<file path="src/rtl/serial_add_sub_pkg.sv">
// Shared definitions for the bit-serial add/subtract unit:
// FSM state encoding and operation mode constants.
package serial_add_sub_pkg;

  typedef enum logic [1:0] {
    IDLE = 2'd0,
    RUN  = 2'd1,
    DONE = 2'd2
  } state_e;

  localparam logic MODE_ADD = 1'b0;
  localparam logic MODE_SUB = 1'b1;

endpackage

</file>
<file path="src/rtl/serial_add_sub_cell.sv">
// One-bit combinational add/subtract cell: full adder when mode is add,
// full subtractor (borrow out) when mode is subtract.
module full_add_sub_cell
  import serial_add_sub_pkg::*;
(
  input  logic mode,
  input  logic x,
  input  logic y,
  input  logic ci,
  output logic d,
  output logic co
);

  // Sum/difference bit is identical for both modes; only carry vs borrow differs.
  always_comb begin
    d = x ^ y ^ ci;
    if (mode == MODE_SUB) begin
      co = (~x & y) | (~x & ci) | (y & ci);
    end else begin
      co = (x & y) | (ci & (x ^ y));
    end
  end

endmodule

</file>
<file path="src/rtl/serial_add_sub.sv">
// Bit-serial WIDTH-bit add/subtract unit: one bit per clock, LSB first,
// through a single one-bit cell, with start/done handshake and signed overflow.
module serial_add_sub
  import serial_add_sub_pkg::*;
#(
  parameter int WIDTH = 8
) (
  input  logic             clk,
  input  logic             rst,
  input  logic             start,
  input  logic             mode,
  input  logic [WIDTH-1:0] a,
  input  logic [WIDTH-1:0] b,
  input  logic             c_in,
  output logic             busy,
  output logic             done,
  output logic [WIDTH-1:0] s,
  output logic             c_out,
  output logic             overflow
);

  localparam int CW = $clog2(WIDTH);
  localparam logic [CW-1:0] CNT_LAST = CW'(WIDTH - 1);

  state_e           state_q, state_d;
  logic [CW-1:0]    cnt_q;
  logic [WIDTH-1:0] a_q, b_q, r_q, s_q;
  logic             mode_q, carry_q, c_out_q, ovf_q;
  logic             cell_d, cell_co;

  full_add_sub_cell u_cell (
    .mode (mode_q),
    .x    (a_q[0]),
    .y    (b_q[0]),
    .ci   (carry_q),
    .d    (cell_d),
    .co   (cell_co)
  );

  // State register
  always_ff @(posedge clk) begin
    if (rst) begin
      state_q <= IDLE;
    end else begin
      state_q <= state_d;
    end
  end

  // Next-state logic
  always_comb begin
    state_d = state_q;
    case (state_q)
      IDLE: begin
        if (start) begin
          state_d = RUN;
        end else begin
          state_d = IDLE;
        end
      end
      RUN: begin
        if (cnt_q == CNT_LAST) begin
          state_d = DONE;
        end else begin
          state_d = RUN;
        end
      end
      DONE:    state_d = IDLE;
      default: state_d = IDLE;
    endcase
  end

  // Datapath: operand latch, serial shift, and result capture on the MSB step.
  // Overflow compares carry into the MSB (carry_q) with carry out of it.
  always_ff @(posedge clk) begin
    if (rst) begin
      cnt_q   <= '0;
      a_q     <= '0;
      b_q     <= '0;
      r_q     <= '0;
      mode_q  <= 1'b0;
      carry_q <= 1'b0;
      s_q     <= '0;
      c_out_q <= 1'b0;
      ovf_q   <= 1'b0;
    end else begin
      case (state_q)
        IDLE: begin
          if (start) begin
            a_q     <= a;
            b_q     <= b;
            mode_q  <= mode;
            carry_q <= c_in;
            cnt_q   <= '0;
          end
        end
        RUN: begin
          a_q     <= a_q >> 1;
          b_q     <= b_q >> 1;
          r_q     <= {cell_d, r_q[WIDTH-1:1]};
          carry_q <= cell_co;
          cnt_q   <= cnt_q + CW'(1);
          if (cnt_q == CNT_LAST) begin
            s_q     <= {cell_d, r_q[WIDTH-1:1]};
            c_out_q <= cell_co;
            ovf_q   <= carry_q ^ cell_co;
          end
        end
        default: begin
          cnt_q <= cnt_q;
        end
      endcase
    end
  end

  // Outputs
  always_comb begin
    busy     = (state_q != IDLE);
    done     = (state_q == DONE);
    s        = s_q;
    c_out    = c_out_q;
    overflow = ovf_q;
  end

endmodule

</file>
<file path="config.mk">
export PLATFORM = sky130hd
export DESIGN_NAME = serial_add_sub
export DESIGN_NICKNAME = d
export VERILOG_FILES = /design/src/rtl/serial_add_sub_pkg.sv /design/src/rtl/serial_add_sub_cell.sv /design/src/rtl/serial_add_sub.sv
export SDC_FILE = /design/constraint.sdc
export NUM_CORES = 1
export LEC_CHECK = 0
export ABC_AREA = 0
export CELL_PAD_IN_SITES_DETAIL_PLACEMENT = 1
export CELL_PAD_IN_SITES_GLOBAL_PLACEMENT = 2
export CORE_AREA = 2 2 83 85
export DETAILED_ROUTE_END_ITERATION = 10
export DIE_AREA = 0 0 85 87
export PLACE_DENSITY_LB_ADDON = 0.1
export SYNTH_ARGS = -nofsm -noshare
export SYNTH_HDL_FRONTEND = slang
export SYNTH_SLANG_ARGS = --single-unit
</file>
<file path="constraint.sdc">
create_clock -name clk -period 1.5 [get_ports clk]
set_clock_uncertainty 0.15 [all_clocks]
set_input_delay 0.15 -clock clk [delete_from_list [all_inputs] [get_ports clk]]
set_output_delay 0.15 -clock clk [all_outputs]
set_load 0.01 [all_outputs]
</file>
==> key figures <==
CTS
  – Sinks on Clock Net: 40
  – CTS tree: yes
  – Clock tree root buffer cell: sky130_fd_sc_hd__clkbuf_8
  – Maximum level of the CTS H-tree: 2
  – Later-pin clock latency in the skew report: 290 ps
  – Buffer depth of the longest clock path: 2
  – Clock-pin slew on the worst setup and hold paths: 80 ps
  – Number of buffers inserted during clock tree synthesis: 5

Finish
  – Sequential cell area: 813 sq um
  – Antenna Diode Count: 0
  – Number of nets in the finished design: 262
  – Area Growth Syn to Fin: 44.5%
  – Fill cell total of the finished layout: 749
  – Area of the multi-input gates: 917 sq um
  – Most frequent cells in the layout: sky130_fd_sc_hd__nand2_1 (48), sky130_fd_sc_hd__dfxtp_1 (34), sky130_fd_sc_hd__nor2_1 (24), sky130_fd_sc_hd__clkdlybuf4s50_1 (21), sky130_fd_sc_hd__buf_4 (12)
  – Most common cell after layout, fill and taps aside: sky130_fd_sc_hd__nand2_1
  – Fraction of layout cells with a size suffix above 1: roughly 29%

STA
  – Transition time at the pin with the least slew margin: between 200 and 300 ps
  – Number of endpoints failing setup at the final stage: 0
  – Worst hold margin: 285 ps
  – Final min period: 1480 ps
  – Fin. Hold Viols: 0
  – Share of the clock period used by the worst path after layout: 98.3%
  – Max_slew headroom: 81.3%
  – Unrepaired setup endpoints after global routing: true
  – Final TNS setup: 0 ps
  – Top achievable clock speed: 678 MHz
  – Number of max-slew violations in the final report: 0

Yosys
  – Number of warnings printed during yosys synthesis: 0
  – Syn Area/Cell: 8.99 sq um
  – Top cells by area, synth: sky130_fd_sc_hd__dfxtp_1 (46%), sky130_fd_sc_hd__nand2_1 (12%), sky130_fd_sc_hd__a311oi_2 (8.7%), sky130_fd_sc_hd__nor2_1 (5.2%), sky130_fd_sc_hd__a21oi_1 (4.1%)
  – Share of the synthesized area in the top cell type: 46.4%
  – Number of standard cells after synthesis: 192
  – Net Count, Synth: between 200 and 250
  – Portion of the post-synthesis area used by sequential elements: between 40% and 50%
  – Library cell occupying the most area in the post-synthesis netlist: sky130_fd_sc_hd__dfxtp_1
  – Post-Syn Area: 0.00173 sq mm
  – Synth unique cells: 29
  – FF+latch count, synth: 40

Placed design
  – Input/output buffers: 32
  – Detailed placement HPWL: ~3000 microns
  – Routability congestion estimate from global placement: 0.700

Critical path
  – Nature of the critical path startpoint: register
  – Kind of end point of the critical path: register
  – Maximum cell stage delay along the critical path: about 400 ps
  – Arrival time reported for the critical path endpoint: 1520 ps
  – Crit path cell chain: fa_2, mux2i_4, xnor2_1, a21o_1
  – Top fanout value on the critical path: 3
  – CP max stage cell: sky130_fd_sc_hd__fa_2
  – Setup CP Type: register to register
  – Req. time, crit path: around 1600 ps

Global route
  – First-pass GRT wire length: 7780 microns
  – Global routing usage summed across all routing layers: 13.4%
  – Maximum number of pins on one net before global-route repair: 30
  – Vias in the first global route: 1,565
  – Number of antenna violations at the first check in global routing: 0
  – Grt total ovfl: 0

Drt
  – Average wire length per cell after detail routing: 14.1 microns
  – Residual antenna-violating net count after detailed routing: 0
  – Final wirelength: between 4000 and 5000 microns
  – Vias/cell: roughly 4.7
  – First-pass iteration count of the detailed router: 4
  – DR DRC count: 0
  – Violation count after the first detailed-routing iteration: 52
  – Number of vias after detailed routing: 1,490

Floorplanning
  – Floorplan die height: between 80 and 90 microns
  – Standard-cell row count: 30
  – Core area: 0.00657 sq mm
  – Starting Density: a little over a quarter
  – Number of placed I/O pins: 33
  – Total die area: about 0.0074 sq mm
  – Die X-Extent: approximately 85 microns

Worst hold path
  – Kind of path behind the tightest hold check: input pin to register

Pwr
  – Ratio of total power to cell area: 945 mW/mm^2
  – Highest ir drop seen on vdd: 0.459 mV
  – Standby leakage power: 1.08 nW

Run status
  – Status: complete, no violations

Job
  – Max-cap check violation count: 0
-- cell families after synthesis --
group                      Yosys count  share of synthesized area (%)
adders and majority gates            4                           3.77
DFF                                 40                           46.4
xor gates and xnor gates             1                          0.508
buffers and inverters               16                           6.31
muxes                                3                           1.74
and+or+nand+nor                     88                           21.0
AOI/OAI and AO/OA                   40                           20.2
-- worst max-delay path, delay by kind of cell (launching register included) --
family / cells / cell delay, ps
mux: 1 / 200
xor+xnor: 1 / 90
flops: 1 / 370
fa+ha+maj: 1 / 400
compound gates: 1 / 170
-- per-stage QoR --
stage | cells | area (sq um) | utilization (%) | power (mW) | setup slack (ps)
2_1_floorplan | 192 | 1730 | - | 1.35 | 0.946
3_3_place_gp | 308 | 2230 | 34.0 | 1.48 | -55.5
3_5_place_dp | 308 | 2230 | 34.0 | 1.49 | -114
4_1_cts | 316 | 2390 | 36.5 | 2.40 | -47.8
5_1_grt | 318 | 2490 | 38.0 | 2.50 | -37.0
6_report | 318 | 2490 | 38.0 | 2.36 | 24.8
-- Yosys cell counts (all sizes together) --
cell type,n
a211oi,4
nor3,1
nor2b,2
inv,2
mux2i,3
nor3b,2
xnor2,1
nand2b,1
o21bai,1
or2,1
a22oi,4
nand3b,1
dfxtp,40
fa,2
o21ba,1
and3b,1
clkbuf,3
ha,2
a21o,1
a2bb2oi,1
a311oi,14
a21oi,14
nor2,24
nand2,55
buf,11
-- routing by layer --
metal / part of all wire, % / global-route usage (%) / vias to the layer above
met4: 1.2 / 3.90 / 0
met5: 0 / 0 / -
met1: 48 / 17.2 / 720
met3: 3.5 / 3.51 / 5
li1: - / - / 740
met2: 47 / 22.0 / 25
-- cell type report --
class	instances	area share [%]
Clock buffer	6	2.91
Clock inverter	2	1.40
Inverter	2	0.301
Multi-Input combinational cell	136	36.8
Sequential cell	40	32.6
Tap cell	80	4.01
Timing Repair Buffer	52	22.0
-- sequential cells by signal, indices dropped and copies added, names as in the netlist --
register,flops
a_q,8
b_q,8
c_out,1
carry_q,1
cnt_q,3
mode_q,1
overflow,1
r_q,7
s,8
state_q,2
-- report_power, final --
part	leakage [nW]	internal, mW	switching, mW	total (mW)
logic	0.690	0.175	0.156	0.332
clock network	0.0552	0.494	0.383	0.877
registers	0.330	1.11	0.0395	1.15
-- worst paths after layout --
path,start,end,slack [ps],cells after the start
setup reg to reg,carry_q$_SDFFE_PP0P_,overflow$_SDFFE_PP0P_,20,4
hold reg to reg,s[1]$_SDFFE_PP0P_,s[1]$_SDFFE_PP0P_,310,2
setup / recovery,carry_q$_SDFFE_PP0P_,overflow$_SDFFE_PP0P_,20,4
hold / removal,a[1],a_q[1]$_SDFFE_PP0P_,290,3
-- timing repair --
item                       4_1_cts  5_1_grt
pin swaps                        2        7
setup buffers                    0        2
gates cloned                     0        0
hold buffers                     0        0
setup endpoints to repair       18       21
gates resized for setup         20       30
No activity file was read; power rests on OpenSTA's default activity.
